### src/rtl/seven_seg_scanner.sv
// -----------------------------------------------------------------------------
// seven_seg_scanner
//   Time-multiplexed seven-segment display driver. It drives one shared segment
//   bus and one enable line per digit.
//
//   Each digit slot has two phases:
//   - BLANK_CYCLES clocks with every anode off, so the segment bus can settle
//     without ghosting onto a neighbouring digit.
//   - DIGIT_CYCLES clocks in which the anode is lit for a brightness-dependent
//     part of the window.
//
//   seg_in and brightness are captured once per frame, so a frame never tears.
//
// Ports
//   clk         : system clock, rising edge
//   rst         : asynchronous, active-high reset
//   en          : scan enable; low forces IDLE and drops the partial frame
//   seg_in      : digit k pattern at [7k+6:7k], {g,f,e,d,c,b,a}, 1 = lit
//   brightness  : 0 = dimmest, 15 = full duty
//   seg_out     : shared segment bus (polarity from SEG_ACTIVE_LOW)
//   an_out      : one-hot digit enable (polarity from AN_ACTIVE_LOW)
//   frame_done  : one-cycle pulse during the last cycle of each full frame
//   dbg_state_o : current FSM state (IDLE=0, BLANK=1, ON=2)
//
// Valid/ready: this block has no handshakes. seg_in and brightness are sampled
// unconditionally at frame start, and frame_done is a pure status pulse.
// -----------------------------------------------------------------------------
module seven_seg_scanner #(
   parameter int NUM_DIGITS     = 2,
   parameter int DIGIT_CYCLES   = 64,
   parameter int BLANK_CYCLES   = 4,
   parameter int SEG_ACTIVE_LOW = 1,
   parameter int AN_ACTIVE_LOW  = 1
) (
   input  logic                    clk,
   input  logic                    rst,
   input  logic                    en,
   input  logic [7*NUM_DIGITS-1:0] seg_in,
   input  logic [3:0]              brightness,
   output logic [6:0]              seg_out,
   output logic [NUM_DIGITS-1:0]   an_out,
   output logic                    frame_done,
   output logic [1:0]              dbg_state_o
);

   localparam int MAX_CYC = (DIGIT_CYCLES > BLANK_CYCLES) ? DIGIT_CYCLES : BLANK_CYCLES;
   // One extra bit of headroom so on_len can hold DIGIT_CYCLES itself.
   localparam int CNT_W   = $clog2(MAX_CYC + 1);
   localparam int IDX_W   = (NUM_DIGITS > 1) ? $clog2(NUM_DIGITS) : 1;
   localparam int ON_STEP = DIGIT_CYCLES / 16;

   localparam logic [CNT_W-1:0] DIG_LAST = CNT_W'(DIGIT_CYCLES - 1);
   localparam logic [CNT_W-1:0] BLK_LAST = CNT_W'(BLANK_CYCLES - 1);
   localparam logic [IDX_W-1:0] IDX_LAST = IDX_W'(NUM_DIGITS - 1);

   localparam logic [6:0]            SEG_OFF = (SEG_ACTIVE_LOW != 0) ? 7'h7F : 7'h00;
   localparam logic [NUM_DIGITS-1:0] AN_OFF  = (AN_ACTIVE_LOW != 0) ? {NUM_DIGITS{1'b1}}
                                                                    : {NUM_DIGITS{1'b0}};

   typedef enum logic [1:0] {
      IDLE  = 2'd0,
      BLANK = 2'd1,
      ON    = 2'd2
   } state_t;

   state_t                  state_q, state_d;
   logic [IDX_W-1:0]        idx_q, idx_d;
   logic [CNT_W-1:0]        cnt_q, cnt_d;
   logic [7*NUM_DIGITS-1:0] snap_q, snap_d;
   logic [3:0]              bright_q, bright_d;
   logic [6:0]              seg_q, seg_d;
   logic [NUM_DIGITS-1:0]   an_q, an_d;
   logic                    fd_q, fd_d;

   logic [CNT_W-1:0]        on_len;
   logic [6:0]              seg_lit;
   logic [NUM_DIGITS-1:0]   an_lit;

   // State and output registers. Each output flop captures a decode of the
   // next state, so the outputs line up exactly with the registered state.
   always_ff @(posedge clk or posedge rst) begin
      if (rst) begin
         state_q  <= IDLE;
         idx_q    <= '0;
         cnt_q    <= '0;
         snap_q   <= '0;
         bright_q <= '0;
         seg_q    <= SEG_OFF;
         an_q     <= AN_OFF;
         fd_q     <= 1'b0;
      end else begin
         state_q  <= state_d;
         idx_q    <= idx_d;
         cnt_q    <= cnt_d;
         snap_q   <= snap_d;
         bright_q <= bright_d;
         seg_q    <= seg_d;
         an_q     <= an_d;
         fd_q     <= fd_d;
      end
   end

   // Next-state logic.
   always_comb begin
      state_d  = state_q;
      idx_d    = idx_q;
      cnt_d    = cnt_q;
      snap_d   = snap_q;
      bright_d = bright_q;

      if (!en) begin
         state_d = IDLE;
         idx_d   = '0;
         cnt_d   = '0;
      end else begin
         unique case (state_q)
            IDLE: begin
               snap_d   = seg_in;
               bright_d = brightness;
               idx_d    = '0;
               cnt_d    = '0;
               state_d  = BLANK;
            end
            BLANK: begin
               if (cnt_q == BLK_LAST) begin
                  cnt_d   = '0;
                  state_d = ON;
               end else begin
                  cnt_d = cnt_q + 1'b1;
               end
            end
            ON: begin
               if (cnt_q == DIG_LAST) begin
                  cnt_d   = '0;
                  state_d = BLANK;
                  if (idx_q == IDX_LAST) begin
                     // Frame boundary: this is the only point where new input
                     // values are accepted.
                     idx_d    = '0;
                     snap_d   = seg_in;
                     bright_d = brightness;
                  end else begin
                     idx_d = idx_q + 1'b1;
                  end
               end else begin
                  cnt_d = cnt_q + 1'b1;
               end
            end
            default: begin
               state_d = IDLE;
               idx_d   = '0;
               cnt_d   = '0;
            end
         endcase
      end
   end

   // Output decode of the next state.
   always_comb begin
      seg_lit = '0;
      for (int k = 0; k < NUM_DIGITS; k++) begin
         if (idx_d == IDX_W'(k)) seg_lit = snap_d[7*k +: 7];
      end
      an_lit = NUM_DIGITS'(1) << idx_d;
      // The multiply is equivalent to ((bright+1)*DIGIT_CYCLES)>>4, because
      // DIGIT_CYCLES is a multiple of 16.
      on_len = CNT_W'((32'(bright_d) + 32'd1) * 32'(ON_STEP));

      seg_d = SEG_OFF;
      an_d  = AN_OFF;
      fd_d  = 1'b0;
      unique case (state_d)
         BLANK: begin
            seg_d = (SEG_ACTIVE_LOW != 0) ? ~seg_lit : seg_lit;
         end
         ON: begin
            seg_d = (SEG_ACTIVE_LOW != 0) ? ~seg_lit : seg_lit;
            if (cnt_d < on_len) an_d = (AN_ACTIVE_LOW != 0) ? ~an_lit : an_lit;
            fd_d  = (cnt_d == DIG_LAST) && (idx_d == IDX_LAST);
         end
         default: begin
            seg_d = SEG_OFF;
         end
      endcase
   end

   assign seg_out     = seg_q;
   assign an_out      = an_q;
   assign frame_done  = fd_q;
   assign dbg_state_o = state_q;

endmodule

### config.mk
export PLATFORM = sky130hd
export DESIGN_NAME = seven_seg_scanner
export DESIGN_NICKNAME = d
export VERILOG_FILES = /design/src/rtl/seven_seg_scanner.sv
export SDC_FILE = /design/constraint.sdc
export NUM_CORES = 1
export LEC_CHECK = 0
export CORE_ASPECT_RATIO = 0.7
export CORE_MARGIN = 1
export CORE_UTILIZATION = 52
export DETAILED_ROUTE_END_ITERATION = 8
export HOLD_SLACK_MARGIN = 0.1
export PLACE_DENSITY = 0.79
export SYNTH_ARGS = -nofsm -noshare
export SYNTH_HDL_FRONTEND = slang
export SYNTH_SLANG_ARGS = --single-unit
export TNS_END_PERCENT = 30
### constraint.sdc
create_clock -name clk -period 2.85 [get_ports clk]
set_input_delay 0.855 -clock clk [delete_from_list [all_inputs] [get_ports clk]]
set_output_delay 0.855 -clock clk [all_outputs]
set_load 0.1 [all_outputs]
==> results of run 1 <==
[state kept, by name (all words and copies together), names as in the netlist]
register,flops
snap_q,14
dbg_state_o,2
seg_out,7
an_out,2
bright_q,4
cnt_q,7
idx_q,1
frame_done,1
[how the worst max path moves through the flow]
stage | start | to | slack, ns
after detailed placement | en | an_out[1] | -0.31
after global placement | en | an_out[1] | -0.20
after floorplan | dbg_state_o[0] | an_out[0] | 0.01
after global routing | dbg_state_o[0] | an_out[1] | -0.05
after CTS | dbg_state_o[1] | an_out[1] | 0.01
final | en | an_out[1] | 0.07
[power by group through the flow]
stage	sequential [mW]	clock [mW]	combinational, mW
6_report	0.613	0.382	0.299
5_1_grt	0.618	0.409	0.319
3_3_place_gp	0.619	0	0.266
4_1_cts	0.613	0.387	0.278
2_1_floorplan	0.684	0	0.127
3_5_place_dp	0.623	0	0.275
[area by class of cell]
| class | count | area (um^2) | share of cell area (%) |
|---|---|---|---|
| Inverter | 11 | 46.3 | 1.81 |
| Multi-Input combinational cell | 114 | 978 | 38.4 |
| Clock buffer | 7 | 86.3 | 3.38 |
| Clock inverter | 1 | 5.00 | 0.196 |
| Sequential cell | 38 | 970 | 38.0 |
| Tap cell | 50 | 62.6 | 2.45 |
| Timing Repair Buffer | 47 | 403 | 15.8 |
[cell usage after synthesis, types with 5 or more instances]
cell      instances
inv_1            10
ha_1             11
dfstp_2           9
nand2_1           8
buf_2             5
a221o_1           7
dfrtp_1          29
nor2_1           11
a22o_1           15
o211ai_1          9
xnor2_1           5
[worst reg2reg max path: cells and delay by family (launching register included)]
family | cells | cell delay (ns)
XOR/XNOR | 1 | 0.13
adder cells (fa/ha/maj) | 3 | 0.68
buffers and inverters | 1 | 0.16
AND/OR/NAND/NOR | 5 | 0.72
flip-flops | 1 | 0.51
AO/OA/AOI/OAI | 4 | 0.44
[cell usage in the layout, fill, tap and decap left out, types with 4 or more instances in the layout]
master	instances
inv_1	9
buf_4	27
ha_4	4
dfstp_2	9
clkbuf_8	6
nand2_1	8
a22o_1	15
clkdlybuf4s50_1	20
nand3_1	4
xnor2_1	5
o211ai_1	9
nand2b_1	4
nor2_1	11
ha_1	7
dfrtp_1	27
a221o_1	7
[what timing repair did]
action / in CTS / in global routing
gates resized for setup: 4 / 16
hold buffers: 0 / 0
setup endpoints to repair: 2 / 2
setup buffers: 0 / 5
pin swaps: 2 / 10
[cells by family (layout without fill, tap and decap cells)]
logic type | count (synthesis) | count (layout) | synth area share [%]
AOI/OAI and AO/OA | 54 | 54 | 22.9
xor gates and xnor gates | 7 | 7 | 3.18
buffers and inverters | 19 | 66 | 4.74
and+or+nand+nor | 42 | 42 | 12.1
DFF | 38 | 38 | 49.9
adders and majority gates | 11 | 11 | 7.14
[per-layer routing]
layer  vias to the layer above  wire length (um)  track usage [%]
met3                         5               255             8.00
met2                        41              2000             33.6
met4                         0                40             6.29
met1                       758              2070             34.5
met5                         -                 0                0
li1                        727                 -                -
==> impl_metrics.tcl, run 1 <==
set metrics [dict create \
    status "finished, final reports clean" \
    whs_endpoint "snap_q[8]" \
    drc_errors 0 \
    syn_area_mm2 0.00193 \
    fin_area_mm2 0.00255 \
    post_drt_via_cell_ratio 5.71 \
    pwr-share-clk_pct 29.5 \
    end_kind "flop" \
    finalHoldViolations 0 \
    worstPathBufferInverterCount 1 \
    insertion_delay_ns 0.29 \
    routed_wl_mm 4.36 \
    whs_ns 0.509 \
    post-place-cells 255 \
    synth_async_sr_flop_share_pct 100 \
    place_area_mm2 0.00232 \
    die_y_um 52.9 \
    p_seq_share_pct 47.4 \
    critPathLaunchType "input port" \
    finalSetupViolCount 0 \
    synth_area_leaders "dfrtp_1 38%, dfstp_2 12%, ha_1 7.1%" \
    io_pins 33 \
    via_count 1531 \
    antennaDiodeCount 0 \
    finClkSkew_ns 0.00312 \
    layout_worst_path_cycle_share_pct 97.4 \
    yosysWarnings 0 \
    cp_cell_sequence "clkdlybuf4s50_1 -> and3_4 -> or2_4 -> ha_4 -> xnor2_1 -> ha_1 -> a21o_1 -> a21oi_2 -> o21ai_2 -> nor2_1 -> nand2_1" \
    coreArea_mm2 0.00354 \
    drt-pass1-iter-count 6 \
    p_leak_nw 1.10 \
    power_density_mw_per_mm2 507 \
    dp_slack_ns -0.309 \
    synthFlopType "dfrtp_1" \
    cts-buffers-inserted 5 \
    holdPathStages 1 \
    critPathArrivalTime_ns 2.99 \
    yosysTopAreaCell "dfrtp_1" \
    fmax_mhz 360 \
    r2r-start "dbg_state_o[1]" \
    instances_no_fill 268 \
    fin_util_pct 72.2 \
    ys_ff_latch 38 \
    syn-instance-count 171 \
    tightest_slew_ns 0.529 \
    antenna_left 0 \
    dieArea_mm2 0.00396 \
    worstPathMaxFanout 6 \
    total_power_mw 1.29 \
    p_sw_uw 382 \
    dieWidth_um 74.8 \
    ys_types 45 \
    swShare_pct 29.5 \
    hold_class "flop to flop" \
    ys_seq_area_share_pct 49.9 \
    rsz0062_at_grt "yes" \
    regToRegSetupSlack_ns 0.13 \
    crit_cells 11 \
    grt_pass1_vias 1399 \
    final.setup.worst_slack_ns 0.0745 \
    tns_ns 0 \
    cts-root-buf "clkbuf_8" \
    power_frac_comb_pct 23.1 \
    grt_pass1_wl_mm 6.70 \
    p_int_uw 913 \
    rows 18 \
    antenna_found_initial 0 \
    cts.path.max_buffers 2 \
    synth_edf_count 0 \
    overflow 0 \
    cp.required_ns 3.06 \
    wl_per_cell_um 16.3 \
    path_clk_slew_ns 0.07 \
    critPathKind "input port to flop" \
    start_util_pct 54.5 \
    netlist.area_leader.share_pct 37.7 \
    grtUsageTotal_pct 23.8 \
    cap_violations 0 \
    hpwlAfterDp_mm 3.11 \
    cts_tree "done" \
    htreeDepth 2 \
    first_iter_violations 129 \
    crit_family "simple AND/OR/NAND/NOR gates" \
    nNetsFinal 249 \
    max_slew_margin_pct 64.6 \
    io_buffers 32 \
    grt_max_degree 39 \
    cts_sinks 38 \
    syn_area_per_cell_um2 11.3 \
    slowest_delay_ns 0.51 \
    rr_endpoint "an_out[1]" \
    cp_slowest_cell "clkdlybuf4s50_1" \
    finalWeightedCongestion 0.917 \
    syn_to_final_growth_pct 32.4 \
    synth_fp_nets 203 \
    hold_start "snap_q[8]" \
    fillers 233 \
    period_minus_slack_ns 2.78 \
    worst-r2r-cell-count 14 \
    vdd_drop_max_mv 0.361 \
    layout-drive-gt1-share_pct 29.8 \
    finalMaxSlewViolations 0 \
]
No activity file was read; power rests on OpenSTA's default activity.
==> run 2, diff against run 1 <==
Settings changed: CAP_MARGIN set to 20.
==> results of run 2 <==
Final layout, timing and power as in run 1 (identical DEF).
